## src/rtl/serial_frame_deserializer_pkg.sv

```systemverilog
// Shared definitions for the serial frame deserializer: FSM state encoding,
// line levels and the parity check helper.
package serial_frame_deserializer_pkg;

  typedef enum logic [1:0] {
    ST_IDLE   = 2'd0,
    ST_DATA   = 2'd1,
    ST_PARITY = 2'd2
  } state_t;

  localparam logic START_BIT_LEVEL = 1'b1;

  // Non-zero when accumulated data parity plus the parity bit misses the target sense
  function automatic logic parity_mismatch(input logic acc, input logic pbit, input logic odd);
    return (acc ^ pbit) != odd;
  endfunction

endpackage

```

## src/rtl/sipo_shift_reg.sv

```systemverilog
// Serial-in parallel-out capture register; shifts LSB-first so the first bit
// received ends up in q[0] after WIDTH shifts.
module sipo_shift_reg #(
  parameter int unsigned WIDTH = 8
) (
  input  logic             clk,
  input  logic             rst_n,
  input  logic             shift_en,
  input  logic             bit_in,
  output logic [WIDTH-1:0] q
);

  logic [WIDTH-1:0] r_q;

  always_ff @(posedge clk or negedge rst_n) begin
    if (!rst_n) begin
      r_q <= '0;
    end else if (shift_en) begin
      r_q <= {bit_in, r_q[WIDTH-1:1]};
    end
  end

  assign q = r_q;

endmodule

```

## src/rtl/serial_frame_deserializer.sv

```systemverilog
// Start-bit framed serial receiver: collects WIDTH data bits LSB-first plus an
// optional parity bit and presents each word on a valid/ready output buffer.
module serial_frame_deserializer
  import serial_frame_deserializer_pkg::*;
#(
  parameter int unsigned WIDTH      = 8,
  parameter int unsigned PARITY_EN  = 1,
  parameter int unsigned ODD_PARITY = 0
) (
  input  logic             clk,
  input  logic             rst_n,
  input  logic             s_in,
  input  logic             s_en,
  output logic [WIDTH-1:0] dout,
  output logic             dout_valid,
  input  logic             dout_ready,
  output logic             parity_err,
  output logic             overflow,
  output logic             busy
);

  localparam int unsigned      CNT_W    = $clog2(WIDTH);
  localparam logic [CNT_W-1:0] LAST_CNT = CNT_W'(WIDTH - 1);
  localparam logic             PAR_ON   = (PARITY_EN != 0);
  localparam logic             ODD_BIT  = (ODD_PARITY != 0);

  state_t           r_state;
  logic [CNT_W-1:0] r_cnt;
  logic             r_par;
  logic             r_busy;
  logic [WIDTH-1:0] r_dout;
  logic             r_dout_valid;
  logic             r_parity_err;
  logic             r_overflow;

  logic             w_shift;
  logic             w_last_data;
  logic             w_complete;
  logic [WIDTH-1:0] w_q;
  logic [WIDTH-1:0] w_word;
  logic             w_perr;

  assign w_shift     = s_en && (r_state == ST_DATA);
  assign w_last_data = (r_cnt == LAST_CNT);
  assign w_complete  = s_en && (((r_state == ST_DATA) && w_last_data && !PAR_ON) ||
                                (r_state == ST_PARITY));

  sipo_shift_reg #(
    .WIDTH (WIDTH)
  ) u_sipo (
    .clk      (clk),
    .rst_n    (rst_n),
    .shift_en (w_shift),
    .bit_in   (s_in),
    .q        (w_q)
  );

  // Without a parity bit the word completes on the last data edge, before the shift lands
  assign w_word = (r_state == ST_PARITY) ? w_q : {s_in, w_q[WIDTH-1:1]};
  assign w_perr = PAR_ON ? parity_mismatch(r_par, s_in, ODD_BIT) : 1'b0;

  always_ff @(posedge clk or negedge rst_n) begin
    if (!rst_n) begin
      r_state <= ST_IDLE;
      r_cnt   <= '0;
      r_par   <= 1'b0;
      r_busy  <= 1'b0;
    end else if (s_en) begin
      case (r_state)
        ST_IDLE: begin
          if (s_in == START_BIT_LEVEL) begin
            r_state <= ST_DATA;
            r_cnt   <= '0;
            r_par   <= 1'b0;
            r_busy  <= 1'b1;
          end
        end
        ST_DATA: begin
          r_par <= r_par ^ s_in;
          if (w_last_data) begin
            r_cnt <= '0;
            if (PAR_ON) begin
              r_state <= ST_PARITY;
            end else begin
              r_state <= ST_IDLE;
              r_busy  <= 1'b0;
            end
          end else begin
            r_cnt <= r_cnt + CNT_W'(1);
          end
        end
        ST_PARITY: begin
          r_state <= ST_IDLE;
          r_busy  <= 1'b0;
        end
        default: begin
          r_state <= ST_IDLE;
          r_busy  <= 1'b0;
        end
      endcase
    end
  end

  // Single-entry output buffer; a word completing into a full, stalled buffer is dropped
  always_ff @(posedge clk or negedge rst_n) begin
    if (!rst_n) begin
      r_dout       <= '0;
      r_dout_valid <= 1'b0;
      r_parity_err <= 1'b0;
      r_overflow   <= 1'b0;
    end else begin
      r_overflow <= 1'b0;
      if (w_complete) begin
        if (!r_dout_valid || dout_ready) begin
          r_dout       <= w_word;
          r_parity_err <= w_perr;
          r_dout_valid <= 1'b1;
        end else begin
          r_overflow <= 1'b1;
        end
      end else if (r_dout_valid && dout_ready) begin
        r_dout_valid <= 1'b0;
      end
    end
  end

  assign dout       = r_dout;
  assign dout_valid = r_dout_valid;
  assign parity_err = r_parity_err;
  assign overflow   = r_overflow;
  assign busy       = r_busy;

endmodule

```

## config.mk

```make
export PLATFORM = sky130hd
export DESIGN_NAME = serial_frame_deserializer
export DESIGN_NICKNAME = d
export VERILOG_FILES = /design/src/rtl/serial_frame_deserializer_pkg.sv /design/src/rtl/sipo_shift_reg.sv /design/src/rtl/serial_frame_deserializer.sv
export SDC_FILE = /design/constraint.sdc
export NUM_CORES = 1
export LEC_CHECK = 0
export ABC_AREA = 0
export CAP_MARGIN = 20
export CORE_ASPECT_RATIO = 0.9
export CORE_MARGIN = 5
export CORE_UTILIZATION = 45
export DETAILED_ROUTE_END_ITERATION = 8
export PLACE_DENSITY = 0.71
export SETUP_SLACK_MARGIN = 0.05
export SYNTH_ARGS = -nofsm -noshare
export SYNTH_HDL_FRONTEND = slang
export SYNTH_HIERARCHICAL = 1
export SYNTH_SLANG_ARGS = --single-unit
```

## constraint.sdc

```tcl
create_clock -name clk -period 1.32 [get_ports clk]
set_input_delay 0.264 -clock clk [delete_from_list [all_inputs] [get_ports clk]]
set_output_delay 0.264 -clock clk [all_outputs]
set_load 0.05 [all_outputs]
```

# Yosys cells after proc, flatten, opt, wreduce, memory -nomap -nowiden
# Index checks and enable logic that the tools add are counted.
# W data, S select, Z words.
# totals
ramBits	0
memories	0
inputBits	5
elab_cells	47
rom_bits	0
latch_bits	0
output_inout_bits	12
regBits	26
# op_classes
shift	0
bitwise	2
div_mod_pow	0
n_mul	0
add_sub_neg	1
reduce_logical	13
n_mux	16
order_cmp	0
eq_ne	6
# ops
cell	count
$reduce_and A3 Y1	3
$mux W8	1
$mux W1	7
$mux W3	2
$pmux W3 S2	1
$mux W2	2
$ne A2 B2 Y1 const B	2
$pmux W1 S2	2
$pmux W2 S2	1
$reduce_and A2 Y1	2
$reduce_bool A2 Y1	2
$add A3 B1 Y3 const B	1
$eq A3 B3 Y1 const B	1
$logic_and A1 B1 Y1	3
$eq A2 B1 Y1 const B	1
$eq A2 B2 Y1 const B	1
$logic_not A2 Y1	1
$ne A2 B1 Y1 const B	1
$logic_not A1 Y1	1
$logic_or A1 B1 Y1	1
$not A1 Y1	1
$xor A1 B1 Y1	1

# Longest topological paths before layout
# depth
word_depth	4
mapped_depth	5
ltp_nobuf	5

# Hierarchy
# Netlist, hierarchy kept.
# by_module_without_submodules
mod	n_inst	area_per_inst_um2	seq_area_each_um2	cells_per_inst
serial_frame_deserializer	1	800.8	450.4	55
sipo_shift_reg	1	331.6	200.2	17

# Worst setup path before layout
# OpenSTA, ideal clock, no wires.
# synth_path
path_type	register -> register
from	reg r_dout_valid, in the netlist dout_valid
to	reg r_dout[0], in the netlist dout[0]
path_slack_ns	-0.144
setup_ns	0.125
t_arrival_ns	1.339
synth_period_minus_slack_ns	1.464
n_path_buf	1
path_stages_with_launch	5
cell_sequence	dfrtp_1 nand2b_1 nor2b_2 buf_6 mux2_4
# synth_between
elab_chain_len	3
# synth_lines
item	line_no	text
start, declared	serial_frame_deserializer.sv:32	logic r_dout_valid;
start signal, assigned	serial_frame_deserializer.sv:108	r_dout_valid <= 1'b0;
start signal, assigned	serial_frame_deserializer.sv:117	r_dout_valid <= 1'b1;
start signal, assigned	serial_frame_deserializer.sv:122	r_dout_valid <= 1'b0;
$logic_not A1 Y1	serial_frame_deserializer.sv:114	if (!r_dout_valid || dout_ready) begin
$logic_or A1 B1 Y1	serial_frame_deserializer.sv:114	
$reduce_and A2 Y1 (no source line)	n/a	
end signal, assigned	serial_frame_deserializer.sv:115	r_dout <= w_word;
end, declared	serial_frame_deserializer.sv:31	logic [WIDTH-1:0] r_dout;
# Every way passes these cells.
# A chain may end at the register's enable or synchronous reset.

# Worst setup path in the final report
# layout_path
from	reg r_state[0]
to	reg r_dout[4], in the netlist dout[4]
# layout_between
elab_chain_len	3
elab_cells_between_ends	4
classes_between	eq/ne (1); mux (1); reduce/logical (2)
# layout_lines
item	line_no	text
start, declared	serial_frame_deserializer.sv:27	state_t r_state;
start signal, assigned	serial_frame_deserializer.sv:64	r_state <= ST_IDLE;
start signal, assigned	serial_frame_deserializer.sv:72	r_state <= ST_DATA;
start signal, assigned	serial_frame_deserializer.sv:83	r_state <= ST_PARITY;
$eq A2 B2 Y1 *	serial_frame_deserializer.sv:46, serial_frame_deserializer.sv:59	
$logic_and A1 B1 Y1	serial_frame_deserializer.sv:45	assign w_complete = s_en && (((r_state == ST_DATA) && w_last_data && !PAR_ON) ||
$reduce_and A2 Y1 (no source line)	n/a	
# Every way passes the cells marked *; elsewhere a longest branch is shown, timed or not.

==> out/metrics.cfg <==
[yosys]
ys_top_cells_by_count=dfrtp_1 (26), mux2_4 (17), a22o_1 (4)
syn_inst=72
synthArstFlopShare=1.00
synth_edf_count=0
yosys_warnings=6
yosys.cell_count.top_type=dfrtp_1
ys_types=19
synth.ff_latch_count=26
synth-main-ff-cell=dfrtp_1
ys_top_cells_by_area=dfrtp_1 (57%), mux2_4 (23%), a22o_1 (3.1%), buf_6 (3.0%), ha_1 (2.2%)
syn_area_um2=1130
syn_avg_cell_area_um2=15.7
synth.yosys.seq_area_share=0.575
syn_nets=79
netlist.top_cell.by_area=dfrtp_1
synth_top_area_share=0.575

[timing]
fmax_mhz=772
setup_viol=0
hold_viol=0
final.setup_skew_ns=0.00136
timing.final.crit_period_ns=1.30
fin_crit_sh=0.981
worst_slew_pin_slew_ns=0.256
final.setup.tns_ns=0
rsz0062_at_grt=true
slew_headroom=0.828
maxSlewViolCount=0

[global_route]
groute.usage.overall=0.118
grt_pass1_wl_um=3370
first_global_vias=729
grt_max_degree=27
overflow=0
antenna_found_initial=0

[layout]
area_growth_pct=43.6
register_area_um2=652
fill_cells=181
multi_input_area_um2=450
final_area_um2=1630
nets=111
layout-drive-gt1-share=0.515
n_antenna_cell=0

[place]
dp_hpwl_um=1410
place.gp.congestion=0.764
postPlaceCellArea_um2=1550
io_buffer_count=16

[setup_path]
crit_required_ns=1.54
path_class=register to register
rr_worst_depth=4
slowest_delay_ns=0.44
critPathCaptureType=register
critPathSlowestCell=dfrtp_1
path_cells=nand3b_4 > nor2b_4 > buf_12 > mux2_4
worstPathMaxFanout=9
arrival_ns=1.51
crit_path_start_kind=register

[clock_tree]
cts-root-buf=clkbuf_4
cts_buffers=3
clkLatencyLatePin_ns=0.31
clk_pin_slew_ns=0.13
h-tree-depth=1
cts_tree=yes
clockBufferDepth=2
holdBufCountCts=0
cts.sinks=26

[worst_hold_path]
hp-class=input pin to asynchronous set/reset pin

[route]
routed_wl_um=1880
final_antenna_net_count=0
routedWlPerCell_um=14.3
vias=654
first_pass_iters=2
via_per_inst=4.99
drc=0
drt_iter0_markers=1

[outcome]
outcome=finished, final reports clean

[die]
die_w_um=62.9
row_count=17
die_area_um2=3620
start_util=0.467
core_area_um2=2420
die_h_um=57.6
io_pins=17

[pwr]
vdd_ir_drop_max_v=0.00149
power_density_nw_per_um2=2160
p_leak_nw=0.793

[flow_run]
max_cap_violations=0

[cells by family after synthesis]
family	Yosys count	share of synthesized area
simple gates	12	0.0718
compound gates	8	0.0519
buf+inv	5	0.0365
flops	26	0.575
fa+ha+maj	2	0.0221
xor+xnor	1	0.00774
mux	18	0.235
[routing by layer]
metal / wire length, um / up-vias / GRT usage / share of wire
met2: 966 / 12 / 0.193 / 0.51
met3: 72 / 2 / 0.0413 / 0.038
met5: 0 / - / 0 / 0
li1: - / 314 / - / -
met4: 18 / 0 / 0.0455 / 0.0096
met1: 823 / 326 / 0.141 / 0.44
[registers in the layout, indices dropped and copies added, names as in the netlist]
register    cells
dout_valid      1
r_cnt           3
dout            8
overflow        1
r_par           1
busy            1
u_sipo/q        8
r_state         2
parity_err      1
[through the flow]
stage	hold slack (ns)	util	worst slack (ns)	power, mW	instances
6_report	0.286	0.671	0.0247	3.51	131
5_1_grt	0.268	0.671	-0.0176	3.71	131
4_1_cts	0.276	0.664	0.0189	3.52	129
3_5_place_dp	0.496	0.638	-0.390	2.97	125
3_3_place_gp	0.487	0.638	-0.354	2.90	125
2_1_floorplan	-0.0316	-	-0.0538	2.28	72
[cell type report]
cell class	count	area share
flip-flops and latches	26	0.401
clock inverters	1	0.0185
well taps	28	0.0215
clock buffers	3	0.0138
multi-input cells	41	0.277
inverters	2	0.00462
repair buffers	30	0.264
[placed cells by master, fill, tap and decap left out, drive strengths merged, types with 2 or more instances in the layout]
master | synthesis | routed
nor2b | 3 | 3
a22o | 4 | 4
clkdlybuf4s50 | 0 | 3
dfrtp | 26 | 26
buf | 3 | 26
mux2 | 18 | 18
nand2 | 2 | 2
a21oi | 2 | 2
inv | 2 | 2
ha | 2 | 2
clkbuf | 0 | 3
nor2 | 3 | 3
[critical path: cells and delay by family, from the launching register on]
kind          cells  cell delay (ns)
flops             1             0.44
mux               1             0.30
buf+inv           1             0.14
simple gates      2             0.31
[where the power goes]
part | switching, mW | internal [mW] | total, mW
Combinational | 0.640 | 0.968 | 1.61
Clock | 0.224 | 0.307 | 0.531
Sequential | 0.275 | 1.09 | 1.37
[path summary, 6_finish.rpt]
kind	slack, ns	endpoint	startpoint
max	0.02	dout[4]	r_state[0]
min	0.29	dout[2]	rst_n
max reg2reg	0.02	dout[4]	r_state[0]
min reg2reg	0.53	dout[0]	u_sipo/q[0]
max in group asynchronous	0.87	dout_valid	rst_n
min in group clk	0.39	busy	s_en
[timing repair]
item	4_1_cts	5_1_grt
setup endpoints to repair	17	21
setup buffers	0	2
gates resized for setup	4	2
cloned	0	0
pin swaps	1	1
No activity file was read; power rests on OpenSTA's default activity.
